--- src/rtl/and_ary_pkg.sv ---
// Shared types, helper functions and parameter-legality checks for the
// serialized AND-ary reducer.
package and_ary_pkg;

  typedef enum logic [0:0] {
    StAccum,
    StHold
  } state_e;

  // Beats needed to stream N operand pairs at W pairs per beat.
  function automatic int unsigned beats_f(input int unsigned n, input int unsigned w);
    return (w == 0) ? 0 : n / w;
  endfunction

  // Beat counter width; at least one bit even when a reduction is a single beat.
  function automatic int unsigned cnt_w_f(input int unsigned beats);
    return (beats > 1) ? $clog2(beats) : 1;
  endfunction

endpackage

// Elaboration-time legality checks, expanded inside a module body.
`ifndef AND_ARY_ASSERT_W_NONZERO
`define AND_ARY_ASSERT_W_NONZERO(w) \
  if ((w) < 1) begin : g_bad_w \
    $error("and_ary: W must be >= 1"); \
  end
`endif

`ifndef AND_ARY_ASSERT_DIVISIBLE
`define AND_ARY_ASSERT_DIVISIBLE(n, w) \
  if (((w) >= 1) && ((((n) % (w)) != 0) || ((n) < (w)))) begin : g_bad_nw \
    $error("and_ary: N must be a non-zero multiple of W"); \
  end
`endif

--- src/rtl/and_ary_lane_reduce.sv ---
// Combinational W-pair AND reduction: lane_and = &(in_a & in_b), built as a
// balanced binary tree laid out heap-style (node i feeds from 2i+1 and 2i+2).
module and_ary_lane_reduce #(
  parameter int unsigned W = 4
) (
  input  logic [W-1:0] in_a,
  input  logic [W-1:0] in_b,
  output logic         lane_and
);

  logic [2*W-2:0] node;

  // Leaves hold the pairwise ANDs; internal nodes are filled from the bottom up.
  always_comb begin
    node = '0;
    for (int j = 0; j < int'(W); j++) begin
      node[int'(W) - 1 + j] = in_a[j] & in_b[j];
    end
    for (int i = int'(W) - 2; i >= 0; i--) begin
      node[i] = node[2 * i + 1] & node[2 * i + 2];
    end
  end

  assign lane_and = node[0];

endmodule

--- src/rtl/and_ary_seq_reduce.sv ---
// Serialized AND-ary reducer: folds BEATS beats of W operand pairs into a
// single d0 = AND_i(a_i & b_i), checking in_last framing against the beat count.
module and_ary_seq_reduce
  import and_ary_pkg::*;
#(
  parameter int unsigned N = 16,
  parameter int unsigned W = 4
) (
  input  logic         clk,
  input  logic         rst,
  input  logic         in_valid,
  output logic         in_ready,
  input  logic [W-1:0] in_a,
  input  logic [W-1:0] in_b,
  input  logic         in_last,
  output logic         out_valid,
  input  logic         out_ready,
  output logic         out_d0,
  output logic         out_err
);

  localparam int unsigned BEATS = beats_f(N, W);
  localparam int unsigned CntW  = cnt_w_f(BEATS);
  localparam logic [CntW-1:0] LastCnt = CntW'(BEATS - 1);

  `AND_ARY_ASSERT_W_NONZERO(W)
  `AND_ARY_ASSERT_DIVISIBLE(N, W)

  state_e          state_q, state_d;
  logic            acc_q, acc_d;
  logic [CntW-1:0] beat_cnt_q, beat_cnt_d;
  logic            err_acc_q, err_acc_d;
  logic            out_d0_q, out_d0_d;
  logic            out_err_q, out_err_d;

  logic lane_and;
  logic is_last;
  logic mismatch;

  and_ary_lane_reduce #(
    .W (W)
  ) u_lane_reduce (
    .in_a     (in_a),
    .in_b     (in_b),
    .lane_and (lane_and)
  );

  assign is_last  = (beat_cnt_q == LastCnt);
  assign mismatch = (in_last != is_last);

  // Next-state: accumulate beats in StAccum, present the result in StHold.
  // The count alone ends a reduction; in_last only feeds the error flag.
  always_comb begin
    state_d    = state_q;
    acc_d      = acc_q;
    beat_cnt_d = beat_cnt_q;
    err_acc_d  = err_acc_q;
    out_d0_d   = out_d0_q;
    out_err_d  = out_err_q;
    unique case (state_q)
      StAccum: begin
        if (in_valid) begin
          acc_d     = acc_q & lane_and;
          err_acc_d = err_acc_q | mismatch;
          if (is_last) begin
            out_d0_d  = acc_q & lane_and;
            out_err_d = err_acc_q | mismatch;
            state_d   = StHold;
          end else begin
            beat_cnt_d = beat_cnt_q + CntW'(1);
          end
        end
      end
      StHold: begin
        if (out_ready) begin
          state_d    = StAccum;
          acc_d      = 1'b1;
          beat_cnt_d = '0;
          err_acc_d  = 1'b0;
        end
      end
      default: state_d = StAccum;
    endcase
  end

  // State registers with synchronous active-high reset.
  always_ff @(posedge clk) begin
    if (rst) begin
      state_q    <= StAccum;
      acc_q      <= 1'b1;
      beat_cnt_q <= '0;
      err_acc_q  <= 1'b0;
      out_d0_q   <= 1'b0;
      out_err_q  <= 1'b0;
    end else begin
      state_q    <= state_d;
      acc_q      <= acc_d;
      beat_cnt_q <= beat_cnt_d;
      err_acc_q  <= err_acc_d;
      out_d0_q   <= out_d0_d;
      out_err_q  <= out_err_d;
    end
  end

  // Handshake outputs are pure state decodes, so no input reaches an output.
  assign in_ready  = (state_q == StAccum);
  assign out_valid = (state_q == StHold);
  assign out_d0    = out_d0_q;
  assign out_err   = out_err_q;

endmodule

--- config.mk ---
export PLATFORM = sky130hd
export DESIGN_NAME = and_ary_seq_reduce
export DESIGN_NICKNAME = d
export VERILOG_FILES = /design/src/rtl/and_ary_pkg.sv /design/src/rtl/and_ary_lane_reduce.sv /design/src/rtl/and_ary_seq_reduce.sv
export SDC_FILE = /design/constraint.sdc
export NUM_CORES = 1
export LEC_CHECK = 0
export ABC_AREA = 1
export BUFFER_PORTS_ARGS = -buffer_cell sky130_fd_sc_hd__buf_2
export CORE_MARGIN = 10
export CORE_UTILIZATION = 25
export CTS_BUF_LIST = sky130_fd_sc_hd__clkbuf_8
export DETAILED_ROUTE_END_ITERATION = 10
export PLACE_DENSITY = 0.53
export RECOVER_POWER = 50
export SYNTH_ARGS = -nofsm -noshare
export SYNTH_HDL_FRONTEND = slang
export SYNTH_SLANG_ARGS = --single-unit
--- constraint.sdc ---
create_clock -name clk -period 1.9 [get_ports clk]
set_clock_uncertainty 0.15 [all_clocks]
set_input_delay 0.38 -clock clk [delete_from_list [all_inputs] [get_ports clk]]
set_output_delay 0.38 -clock clk [all_outputs]
set_load 0.05 [all_outputs]
# == Word-level counts from Yosys, hierarchy flattened ==
# Cells that the tools add are included.
# totals
ram_bits,0
latch_bits,0
register_bits,7
mem_bits_ro,0
elab_cells,39
output_inout_bits,4
memories,0
# op_classes
n_mux,14
reduce_logical,3
eq_ne,5
multipliers,0
div,0
shifts,0
magnitude_cmp,0
bitwise_logic,10
n_addsub,1
# op_table
operator,n
$and 1x1->1,8
$mux 1,7
$mux 2,3
$ne 2x2->1 const B,3
$pmux 1 s2,3
$reduce_and 3->1,2
$pmux 2 s2,1
$add 2x1->2 const B,1
$eq 2x2->1 const B,1
$reduce_and 2->1,1
$ne 1x1->1,1
$not 1->1,1
$or 1x1->1,1

# == Logic depth before layout (Yosys ltp) ==
# Gate-level depths: netlist of the first run.
# logic_depth
word_depth,6
depth_mapped,6

# == Modules after synthesis ==
# Synthesis of the first run repeated with hierarchy kept, for this count alone.
# unflattened
cells_unflattened,65
area_unflattened_um2,394.1
# by_module_without_submodules
module,instances,seq_area_each_um2,area_each_um2,cells_per_inst
and_ary_seq_reduce,1,140.1,352.8,54
and_ary_lane_reduce,1,0.0,41.3,11

# == Worst setup path after synthesis of the first run ==
# OpenSTA, ideal clock, no wires.
# synth_timing
path_kind,register to register
start,reg state_q (netlist: out_valid)
end,reg out_err_q (netlist: out_err)
path_slack_ns,0.356
path_buffers,0
stages_incl_launch_ff,6
arrival_time_ns,1.281
path_cell_list,dfxtp_1 > inv_2 > nand3_2 > clkinv_2 > o21ai_2 > nor2_1
# synth_via
elab_chain_cells,2
# synth_rtl
element,line,rtl
"start, declared",and_ary_seq_reduce.sv:29,"state_e state_q, state_d;"
"start signal, assigned",and_ary_seq_reduce.sv:89,state_q <= StAccum;
"start signal, assigned",and_ary_seq_reduce.sv:96,state_q <= state_d;
$not 1->1,-,
named net in_ready,and_ary_seq_reduce.sv:12,"output logic in_ready,"
$reduce_and 3->1 (no line),-,
"end signal, assigned",and_ary_seq_reduce.sv:101,out_err_q <= out_err_d;
"end, declared",and_ary_seq_reduce.sv:34,"logic out_err_q, out_err_d;"
# The timed path passes the listed nets, and every way through them passes these cells.
# A chain may end at the register's enable or synchronous reset.

# == Worst setup path after layout of the first run ==
# layout_timing
start,reg state_q (netlist: out_valid)
end,out in_ready
# layout_via
elab_chain_cells,1
# layout_rtl
element,line
$not 1->1,-
"end, declared",and_ary_seq_reduce.sv:12
# No other way between the ends.

==> summary.txt, run 1 <==
Timing
  • PnR worst setup slack: 0.403 ns
  • Rel. slew slack: 83.1%
  • Worst-Margin Slew: 0.256 ns
  • Final Hold Fails: 0
  • Period Utilization, post-route: 78.8%
  • Total negative setup slack: 0 ns
  • Tmin final: 1.50 ns
  • RSZ-0062 raised after global routing: no
  • Final setup vio count: 0
  • Slew Viols, Final: 0
  • Fmax: 668 MHz

GRT
  • Global-route wire length before repair: 1.44 mm
  • Vias in the first global route: 392
  • GRT overflow: 0
  • Largest net degree at the start of global routing: 7
  • All-Layer GR Usage: 5.45%
  • Initial antenna violation count: 0

Power and ir drop
  • Worst vdd ir: 0.380 mV
  • Leak: 0.000266 uW
  • Pwr Density: 831 nW/um^2

Critical path
  • Cells along the critical path: inv_1 > buf_2
  • Slowest cell on the critical path: dfxtp_1
  • Worst Path Arrival: 0.97 ns
  • Crit-path max cell delay: 0.31 ns
  • Crit end category: output port
  • Worst path bufs/invs: 2
  • Critical path type: reg -> out
  • CP top delay family: buffers and inverters
  • Startpoint types: flop
  • Max FO, Critical Path: 6
  • Req. time, crit path: 1.37 ns

Routing
  • Initial DRC Count: 1
  • ANT nets after route: 0
  • DRT Pass-1 Iters: 3
  • Routed vias: 377
  • DRC: 0
  • Detailed Route WL: 895 um
  • WL per Instance: 10.1 um
  • Via/cell ratio: 4.24

Yosys
  • Synthesized area per cell: 6.77 sq um
  • Yosys Warn Count: 0
  • Distinct cells, synth: 15
  • Net Count, Synth: 68
  • Seq cells post-synth: 7
  • Register area share after synthesis: 38.4%
  • Synthesized area: 365 sq um
  • Cell count after synthesis: 54

Floorplanning
  • Row cnt: 13
  • Chip width: 58.2 um
  • Die area: 3390 sq um
  • Ports: 17
  • Die Y: 58.2 um
  • Core Area: 1330 sq um
  • Initial core utilization: 27.4%

Clock network
  • Clk slew on worst S/H paths: 0.04 ns
  • Worst-Skew Late Latency: 0.23 ns
  • Root Driver: clkbuf_8
  • H-tree depth: 1
  • CTS tree: yes
  • Max Root-Sink Buffers: 2
  • Resized Gates After CTS: 0
  • Setup Fix Bufs, Post-CTS: 0
  • Cts hold-fix bufs: 0
  • CTS Sinks: 7
  • Total CTS buffers: 3

Final layout
  • Fin util: 37.4%
  • Inserted Diodes: 0
  • Area Overhead vs Synth: 36.6%
  • Layout cells sized above 1: 33.8%
  • Layout Nets: 89

Job
  • Max cap viols: 0

Placement
  • Gpl congestion: 0.685
  • Placement Setup Slack: 0.682 ns
  • Hpwl dp: 761 um
  • Port bufs: 16

Hold path
  • Hold WC Path Type: in -> reg

Run status
  • Status: complete, no violations
==> report_power, final <==
group	internal (uW)	switching, uW	total [uW]	leakage, uW
sequential	156	4.10	160	0.0000574
combinational	22.5	28.0	50.5	0.000182
clock	140	64.9	205	0.0000269
total	318	97.0	415	0.000266
==> metal layers <==
metal	track usage [%]	up-vias	part of all wire, %
met3	3.27	3	6.7
met2	8.44	14	43
met1	5.24	153	47
li1	-	207	-
met4	4.03	0	3.0
met5	0	-	0
==> Yosys cell counts <==
cell      count  area share, %
inv_2         4            4.1
o21ai_2       1            2.4
a21oi_1       4            5.5
nand3_2       2            5.5
a21oi_2       1            2.4
nand2_1      15             15
ha_1          1            3.4
inv_1         4            4.1
dfxtp_1       7             38
clkinv_2      2            2.7
o21ai_1       1            1.4
nand3b_1      1            2.1
nand3_1       2            2.7
nand4_1       1            1.7
nor2_1        8            8.2
==> placed cells by master, fill, tap and decap left out <==
cell,instances
a21oi_2,1
nand3b_1,1
inv_1,7
o21ai_2,1
a21oi_1,4
clkinv_2,1
nand3_1,4
inv_2,2
ha_1,1
nor2_1,8
buf_2,16
nand2_1,15
o21ai_1,1
clkinvlp_2,1
nand4_1,1
clkbuf_8,3
dfxtp_1,7
==> flip-flops by register name, indices dropped and copies added, names as in the netlist <==
register    count
acc_q           1
beat_cnt_q      2
err_acc_q       1
out_d0          1
out_err         1
out_valid       1
==> metrics by stage <==
step / power (uW) / instances / hold WS [ns] / instance area (sq um)
after global routing: 440 / 89 / 0.239 / 499
after CTS: 422 / 89 / 0.221 / 509
after floorplan: 193 / 54 / 0.285 / 365
after detailed placement: 214 / 85 / 0.305 / 464
final: 415 / 89 / 0.225 / 499
after global placement: 214 / 85 / 0.299 / 464
==> final timing paths <==
path / startpoint / endpoint / slack [ns] / cells after the start
setup / recovery: out_valid / in_ready / 0.40 / 2
hold / removal: rst / beat_cnt_q[1] / 0.22 / 2
setup reg to reg: beat_cnt_q[0] / out_err / 0.56 / 5
hold reg to reg: err_acc_q / err_acc_q / 0.31 / 2
==> cell type report <==
type,instances,area (sq um)
Clock buffer,3,41.3
Clock inverter,1,3.75
Fill cell,161,835
Inverter,10,40.0
Multi-Input combinational cell,37,175
Sequential cell,7,140
Tap cell,15,18.8
Timing Repair Buffer,16,80.1
==> worst reg2reg max path, cell delays in order (launching register included) <==
cell        delay [ns]
dfxtp_1           0.31
ha_1              0.23
nand3_1           0.15
clkinvlp_2        0.20
o21ai_2           0.15
nor2_1            0.04
==> kinds of logic (layout without fill, tap and decap cells) <==
logic type / Yosys count / in the layout / share of synthesized area, %
compound gates: 7 / 7 / 11.6
fa+ha+maj: 1 / 1 / 3.42
buf+inv: 10 / 30 / 11.0
flops: 7 / 7 / 38.4
simple gates: 29 / 29 / 35.6
Power figures use the tool's default switching activity.
==> run 2, diff against run 1 <==
Clock period 1.9 ns to 1.5 ns, I/O delays scaled along.
==> run 2 against run 1 <==
Global-route usage is essentially flat; non-clock buffer count did not move; clock power grew 22%; largest cell class unchanged.
==> summary.txt, run 2 (synthesis results as in run 1) <==
Clock network
  • H-tree depth: 1
  • CTS tree: yes
  • Clk slew on worst S/H paths: 0.04 ns
  • Max Root-Sink Buffers: 2
  • Total CTS buffers: 3
  • Cts hold-fix bufs: 0
  • Worst-Skew Late Latency: 0.22 ns
  • Resized Gates After CTS: 0
  • Root Driver: clkbuf_8
  • Setup Fix Bufs, Post-CTS: 0
  • CTS Sinks: 7

Timing
  • Worst-Margin Slew: 0.251 ns
  • Slew Viols, Final: 0
  • PnR worst setup slack: 0.146 ns
  • Period Utilization, post-route: 90.3%
  • Tmin final: 1.35 ns
  • Fmax: 739 MHz
  • Final setup vio count: 0
  • Rel. slew slack: 83.4%
  • RSZ-0062 raised after global routing: no
  • Final Hold Fails: 0
  • Total negative setup slack: 0 ns

Power and ir drop
  • Net Sw Power: 115 uW
  • Sequential fraction of design power: 39.2%
  • Internal power: 402 uW
  • Combinational share of power: 12.3%
  • Leak: 0.000267 uW
  • Switching part of the total: 22.2%
  • Pwr Density: 1030 nW/um^2
  • Clk pwr share: 48.5%
  • Final Power: 516 uW
  • Worst vdd ir: 0.648 mV

Final layout
  • Inserted Diodes: 0
  • Largest register by flop count: beat_cnt_q
  • Fin util: 37.5%
  • Most frequent cells in the layout: buf_2 (16), nand2_1 (15), nor2_1 (8), inv_1 (6), dfxtp_1 (6)
  • Layout cells sized above 1: 36.5%
  • Most common cell after layout, fill and taps aside: buf_2
  • Max FFs per register: 2
  • Post-route insts no fill: 89
  • Area Overhead vs Synth: 37.0%
  • Layout Nets: 89
  • Fillers: 150

Critical path
  • Max FO, Critical Path: 6
  • Critical path type: reg -> out
  • Crit end category: output port
  • R2R Path End: out_valid
  • Cells along the critical path: inv_2 > buf_2
  • Reg2reg start: beat_cnt_q[0]
  • R2R depth: 5
  • Crit-path max cell delay: 0.32 ns
  • R2R setup slack: 0.19 ns
  • Worst path bufs/invs: 2
  • Slowest cell on the critical path: dfxtp_2
  • Worst Path Arrival: 0.90 ns
  • Req. time, crit path: 1.05 ns
  • Startpoint types: flop
  • CP top delay family: buffers and inverters

Floorplanning
  • Ports: 17
  • Chip width: 58.2 um
  • Die Y: 58.2 um
  • Die area: 3390 sq um
  • Core Area: 1330 sq um
  • Initial core utilization: 27.4%
  • Row cnt: 13

Routing
  • DRT Pass-1 Iters: 3
  • Detailed Route WL: 870 um
  • DRC: 0
  • WL per Instance: 9.78 um
  • Initial DRC Count: 2
  • Routed vias: 383
  • Via/cell ratio: 4.30
  • ANT nets after route: 0

GRT
  • All-Layer GR Usage: 5.50%
  • Largest net degree at the start of global routing: 7
  • GRT overflow: 0
  • Vias in the first global route: 379
  • Global-route wire length before repair: 1.49 mm
  • Initial antenna violation count: 0

Hold path
  • Hold WC Path Type: in -> reg
  • Critical hold path startpoint: rst
  • Hold Crit Depth: 2
  • Hold Path Sink: out_valid

Placement
  • Hpwl dp: 775 um
  • Port bufs: 16
  • Gpl congestion: 0.723
  • Placement Setup Slack: 0.324 ns
  • Inst Count DP: 85

Run status
  • Status: complete, no violations

Job
  • Max cap viols: 0
[run 2: per-layer routing]
metal  vias to the layer above  GRT usage (%)  part of all wire (%)
li1                        211              -                     -
met1                       154           6.08                    48
met2                        14           7.67                    40
met3                         4           3.05                   8.6
met4                         0           4.03                   2.5
met5                         -              0                     0
[run 2: per-stage QoR]
step | instance area [sq um] | hold slack, ns
after CTS | 510 | 0.143
after global routing | 500 | 0.153
final | 500 | 0.147
after floorplan | 367 | 0.215
after global placement | 465 | 0.310
after detailed placement | 465 | 0.309
[run 2: worst max path at each step]
stage	start	endpoint	slack, ns	depth (start not counted)
2_1_floorplan	out_valid	out_err	0.19	5
3_3_place_gp	beat_cnt_q[0]	out_err	0.31	6
3_5_place_dp	beat_cnt_q[0]	out_err	0.32	6
4_1_cts	out_valid	in_ready	0.11	2
5_1_grt	beat_cnt_q[0]	out_valid	0.09	5
6_report	out_valid	in_ready	0.15	2
[run 2: area by class of cell]
| type | count | area [sq um] | area share, % |
|---|---|---|---|
| multi-input combinational | 37 | 175 | 35.0 |
| sequential | 7 | 141 | 28.3 |
| timing repair buffer | 16 | 80.1 | 16.0 |
| clock buffer | 3 | 41.3 | 8.25 |
| inverter | 10 | 40.0 | 8.00 |
| tap | 15 | 18.8 | 3.75 |
| clock inverter | 1 | 3.75 | 0.750 |
[run 2: power groups by stage]
stage | Combinational [uW] | Sequential (uW) | Clock, uW
after floorplan | 35.5 | 209 | 0
after global placement | 65.2 | 205 | 0
after detailed placement | 65.2 | 206 | 0
after CTS | 65.6 | 203 | 258
after global routing | 72.0 | 203 | 279
final | 63.3 | 203 | 250
